### config.mk
export PLATFORM = sky130hd
export DESIGN_NAME = sysid_check_ctrl
export DESIGN_NICKNAME = d
export VERILOG_FILES = /design/src/rtl/sysid_check_ctrl.sv
export SDC_FILE = /design/constraint.sdc
export NUM_CORES = 1
export LEC_CHECK = 0
export BUFFER_PORTS_ARGS = -buffer_cell sky130_fd_sc_hd__clkbuf_2
export CAP_MARGIN = 30
export CORE_ASPECT_RATIO = 0.75
export CORE_MARGIN = 8
export CORE_UTILIZATION = 40
export CTS_BUF_LIST = sky130_fd_sc_hd__clkbuf_4
export DETAILED_ROUTE_END_ITERATION = 16
export PLACE_DENSITY = 0.69
export SETUP_SLACK_MARGIN = 0.1
export SYNTH_ARGS = -nofsm -noshare
export SYNTH_HDL_FRONTEND = slang
export SYNTH_SLANG_ARGS = --single-unit
### constraint.sdc
create_clock -name clock -period 1.55 [get_ports clock]
set_input_delay 0.155 -clock clock [delete_from_list [all_inputs] [get_ports clock]]
set_output_delay 0.155 -clock clock [all_outputs]
set_load 0.05 [all_outputs]
### src/rtl/sysid_check_ctrl.sv
// sysid_check_ctrl: Avalon-MM read master that fetches the sysid ID and timestamp words,
// compares them with build-time values and reports pass/fail/timeout. Optional macro: SYSID_RECHECK_EN.
module sysid_check_ctrl #(
  parameter logic [31:0] EXPECTED_ID    = 32'h0000_ABCD,
  parameter logic [31:0] EXPECTED_TS    = 32'h0,
  parameter int unsigned TIMEOUT_CYCLES = 255,
  parameter int unsigned AUTO_START     = 1,
  parameter int unsigned RECHECK_PERIOD = 1000000
) (
  input  logic        clock,
  input  logic        reset,
  input  logic        start,
  output logic        avm_address,
  output logic        avm_read,
  input  logic [31:0] avm_readdata,
  input  logic        avm_waitrequest,
  output logic [31:0] id_value,
  output logic [31:0] ts_value,
  output logic        busy,
  output logic        done,
  output logic        id_ok,
  output logic        ts_ok,
  output logic        timeout,
  output logic        fail_sticky
);

  localparam int unsigned DW = 32;
  localparam int unsigned TW = 8;
  localparam int unsigned RW = 20;

  typedef enum logic [2:0] {
    IDLE  = 3'd0,
    RD_ID = 3'd1,
    RD_TS = 3'd2,
    CHECK = 3'd3,
    DONE  = 3'd4
  } state_e;

  state_e        state_q, state_d;
  logic [TW-1:0] tcnt_q, tcnt_d, tcnt_inc;
  logic          auto_q, auto_d;
  logic [DW-1:0] id_q, id_d, ts_q, ts_d;
  logic          id_ok_q, id_ok_d, ts_ok_q, ts_ok_d, tmo_q, tmo_d;
  logic          read_q, read_d, addr_q, addr_d;
  logic          busy_q, busy_d, done_q, done_d;
  logic          id_match_c, ts_match_c;
  logic          abort_c, check_fail_c, recheck_c;

  assign tcnt_inc   = tcnt_q + TW'(1);
  assign id_match_c = (id_q == EXPECTED_ID);
  // A zero expected timestamp means the timestamp is not checked
  assign ts_match_c = (EXPECTED_TS == '0) || (ts_q == EXPECTED_TS);

  // State and registered outputs
  always_ff @(posedge clock) begin
    if (reset) begin
      state_q <= IDLE;
      tcnt_q  <= '0;
      auto_q  <= (AUTO_START != 0);
      id_q    <= '0;
      ts_q    <= '0;
      id_ok_q <= 1'b0;
      ts_ok_q <= 1'b0;
      tmo_q   <= 1'b0;
      read_q  <= 1'b0;
      addr_q  <= 1'b0;
      busy_q  <= 1'b0;
      done_q  <= 1'b0;
    end else begin
      state_q <= state_d;
      tcnt_q  <= tcnt_d;
      auto_q  <= auto_d;
      id_q    <= id_d;
      ts_q    <= ts_d;
      id_ok_q <= id_ok_d;
      ts_ok_q <= ts_ok_d;
      tmo_q   <= tmo_d;
      read_q  <= read_d;
      addr_q  <= addr_d;
      busy_q  <= busy_d;
      done_q  <= done_d;
    end
  end

  // Next-state and output decode
  always_comb begin
    state_d      = state_q;
    tcnt_d       = tcnt_q;
    auto_d       = auto_q;
    id_d         = id_q;
    ts_d         = ts_q;
    id_ok_d      = id_ok_q;
    ts_ok_d      = ts_ok_q;
    tmo_d        = tmo_q;
    abort_c      = 1'b0;
    check_fail_c = 1'b0;

    case (state_q)
      IDLE: begin
        if (start || auto_q) begin
          state_d = RD_ID;
          auto_d  = 1'b0;
          tcnt_d  = '0;
        end
      end
      RD_ID: begin
        if (!avm_waitrequest) begin
          id_d    = avm_readdata;
          tcnt_d  = '0;
          state_d = RD_TS;
        end else if (tcnt_inc == TW'(TIMEOUT_CYCLES)) begin
          abort_c = 1'b1;
        end else begin
          tcnt_d = tcnt_inc;
        end
      end
      RD_TS: begin
        if (!avm_waitrequest) begin
          ts_d    = avm_readdata;
          tcnt_d  = '0;
          state_d = CHECK;
        end else if (tcnt_inc == TW'(TIMEOUT_CYCLES)) begin
          abort_c = 1'b1;
        end else begin
          tcnt_d = tcnt_inc;
        end
      end
      CHECK: begin
        id_ok_d      = id_match_c;
        ts_ok_d      = ts_match_c;
        tmo_d        = 1'b0;
        check_fail_c = !(id_match_c && ts_match_c);
        state_d      = DONE;
      end
      DONE: begin
        if (start || recheck_c) begin
          state_d = RD_ID;
          tcnt_d  = '0;
        end
      end
      default: state_d = IDLE;
    endcase

    // Stalled too long: give up, keep whatever was captured so far
    if (abort_c) begin
      state_d = DONE;
      tcnt_d  = '0;
      tmo_d   = 1'b1;
      id_ok_d = 1'b0;
      ts_ok_d = 1'b0;
    end

    read_d = (state_d == RD_ID) || (state_d == RD_TS);
    addr_d = (state_d == RD_TS);
    busy_d = read_d || (state_d == CHECK);
    done_d = (state_d == DONE);
  end

`ifdef SYSID_RECHECK_EN
  logic [RW-1:0] rcnt_q, rcnt_d;
  logic          sticky_q, sticky_d;

  always_ff @(posedge clock) begin
    if (reset) begin
      rcnt_q   <= '0;
      sticky_q <= 1'b0;
    end else begin
      rcnt_q   <= rcnt_d;
      sticky_q <= sticky_d;
    end
  end

  // Re-check timer runs only while idle in DONE; leaving DONE clears it
  always_comb begin
    rcnt_d    = '0;
    recheck_c = 1'b0;
    sticky_d  = sticky_q | check_fail_c | abort_c;
    if (state_q == DONE) begin
      if (rcnt_q == RW'(RECHECK_PERIOD - 1)) begin
        recheck_c = 1'b1;
      end else begin
        rcnt_d = rcnt_q + RW'(1);
      end
    end
  end

  assign fail_sticky = sticky_q;
`else
  localparam int unsigned unused_recheck_period = RECHECK_PERIOD;
  logic unused_fail_evt;
  assign unused_fail_evt = check_fail_c | abort_c;
  assign recheck_c       = 1'b0;
  assign fail_sticky     = 1'b0;
`endif

  assign avm_address = addr_q;
  assign avm_read    = read_q;
  assign id_value    = id_q;
  assign ts_value    = ts_q;
  assign busy        = busy_q;
  assign done        = done_q;
  assign id_ok       = id_ok_q;
  assign ts_ok       = ts_ok_q;
  assign timeout     = tmo_q;

endmodule
==> metrics.cfg <==
[sta]
setup_viol=0
max_freq_ghz=0.652
worst_pin_slew_ns=0.506
rsz0062_at_grt=true
timing.final.ws_setup_ns=0.0159
clock-skew-final_ns=0.0121
drv_slew=0
final_hold_viol_count=0
max-slew-margin-rel_pct=66.3
holdWs_ns=0.0538
fin_crit_ns=1.53
finalCritPeriodShare_pct=99.0

[synth]
synth_most_common_cell=nand2_1
synth_area_mm2=0.00326
synth_commonest_cells=nand2_1, dfxtp_1, a21oi_1
yosys_most_used_dff=dfxtp_1
synth_area_leaders=dfxtp_1, nand2_1, a21oi_1
syn-instance-count=406
synth_edf_count=0
ys_seq_elements=83
synthMuxAreaShare_pct=0.615
postSynth.asyncResetShare_pct=0
yosys.area.top_type=dfxtp_1
yosysTopAreaCellShare_pct=51.0
syn_nets=444
synth_fa_ha_area_share_pct=0.768
avgSynthCellArea_um2=8.02
yosys_warnings=0
synthSimpleGateAreaFrac_pct=26.4
synth_top_family_by_area=simple AND/OR/NAND/NOR gates
synth-xor-area-share_pct=0.807
synth-compound-area-share_pct=15.3
ys_seq_area_share_pct=51.0
synth_cell_types=42

[clock_tree]
numCtsBuffers=9
cts_tree=done
clockBufferDepth=2
ctsHtreeMaxLevel=3
clk_latency_ns=0.43
ctsRootBufferMaster=clkbuf_4
clk_pin_slew_worst_paths_ns=0.13
clock-sinks=83

[placed_design]
dp_hpwl_um=6900
gp_congestion=0.829
numPortBuffers=106
pre_cts_slack_ns=-0.0630
dpl_cell_area_mm2=0.00396

[floorplanning]
die_area_mm2=0.0113
io-pin-count=108
rows=28
fp.coreArea_mm2=0.00788
die-width_um=120
start_util_pct=41.3
die_h_um=94.1

[finish]
antennaDiodeCount=0
layout-area-overhead-vs-synth_pct=52.4
post-route-cell-area_mm2=0.00496
num-nets-final=599
fin_util_pct=63.0
drive_gt1_share_pct=42.7

[pwr]
p_total_mw=4.91
pwr_density_cell_mw_per_mm2=989
ir_drop_mv=0.595
power.leakage_nw=2.08

[detailed_routing]
num_vias=3369
postRouteAntennaNets=0
routedWlPerCell_um=16.0
via_per_inst=5.03
first_pass_iters=4
drt_iter0_markers=142
finalWirelength_um=10700
route.detailed.drc=0

[worst_setup_path]
critPathRequiredTime_ns=1.91
worst_ep_arrival_time_ns=1.89
start_kind=flip-flop
timing.rr.start=tcnt_q[1]
cp_max_fo=7
crit_type=reg -> reg
startpoint=tcnt_q[1]
crit_path_end_kind=flip-flop

[global_routing]
grt_pass1_vias=3248
grt_max_degree=42
grt_pass1_wl_um=16400
track_usage_pct=17.9
grt_overflow=0
antenna_found_initial=0

[run_status]
outcome=completed

[worst_hold_path]
min_from=start
hold_class=in -> reg

[job]
drv_cap=0

-- report_power, final --
part	switching (mW)	internal (mW)
clock	0.754	0.813
sequential	0.0712	2.23
combinational	0.682	0.361
-- worst max-delay path: stages, from the launching register on --
cell,delay [ns]
dfxtp_4,0.38
buf_4,0.14
nand2_1,0.08
xor2_1,0.19
o21ai_1,0.11
a31o_2,0.28
buf_6,0.14
nor3_2,0.15
-- repair_timing --
| action | in CTS | in global routing |
|---|---|---|
| resized for setup | 33 | 69 |
| gates cloned | 1 | 2 |
| setup buffers | 4 | 5 |
| pin swaps | 4 | 31 |
| setup endpoints to repair | 41 | 50 |
| hold buffers | 32 | 0 |
| endpoints found under the hold margin | 64 | 0 |
-- cell usage in the layout (no fill, tap or decap), types with 6 or more instances in the layout --
cell	instances
dfxtp_1	69
dfxtp_2	12
nand2_4	16
nand3_1	6
nand2_1	117
a21oi_2	28
nor2_1	14
clkbuf_4	9
a21oi_1	48
buf_6	6
dlygate4sd3_1	32
clkbuf_2	106
buf_4	23
-- path summary, 6_finish.rpt --
| kind | to | slack [ns] | cells past startpoint |
|---|---|---|---|
| worst max-delay path | avm_address | 0.02 | 7 |
| worst min-delay path | state_q[0] | 0.05 | 3 |
| worst max register to register | avm_address | 0.02 | 7 |
| worst min register to register | ts_ok | 0.47 | 2 |
-- kinds of logic (layout without fill, tap and decap cells) --
family,count (synthesis),after routing
AO/OA/AOI/OAI,92,92
XOR/XNOR,3,3
adder cells (fa/ha/maj),2,2
buffers and inverters,31,190
flip-flops,83,83
multiplexers,2,2
other,1,1
AND/OR/NAND/NOR,192,192
-- through the flow --
stage               setup TNS [ns]  instances
floorplan                        0        406
global placement                 0        611
detailed placement          -0.218        611
CTS                              0        663
global route                -0.319        670
finish                           0        670
-- final cells by class --
type                       count  area, um^2
fill                         676        2920
sequential                    83        1680
tap                          105         131
clock inverter                 6         114
timing repair buffer         172        1200
clock buffer                   9        67.6
inverter                       3        11.3
multi-input combinational    292        1750
-- layer usage --
layer	up-vias	GRT usage (%)	wire (um)
met1	1582	21.8	4590
met2	110	29.0	5170
met3	13	7.39	783
met5	-	0	0
li1	1664	-	-
met4	0	4.35	161
-- flip-flops by register name (all words and copies together) (netlist names) --
signal	cells
auto_q	1
avm_address	1
avm_read	1
busy	1
done	1
id_ok	1
id_value	32
state_q	3
tcnt_q	8
timeout	1
ts_ok	1
ts_value	32
No activity file was read; power rests on OpenSTA's default activity.
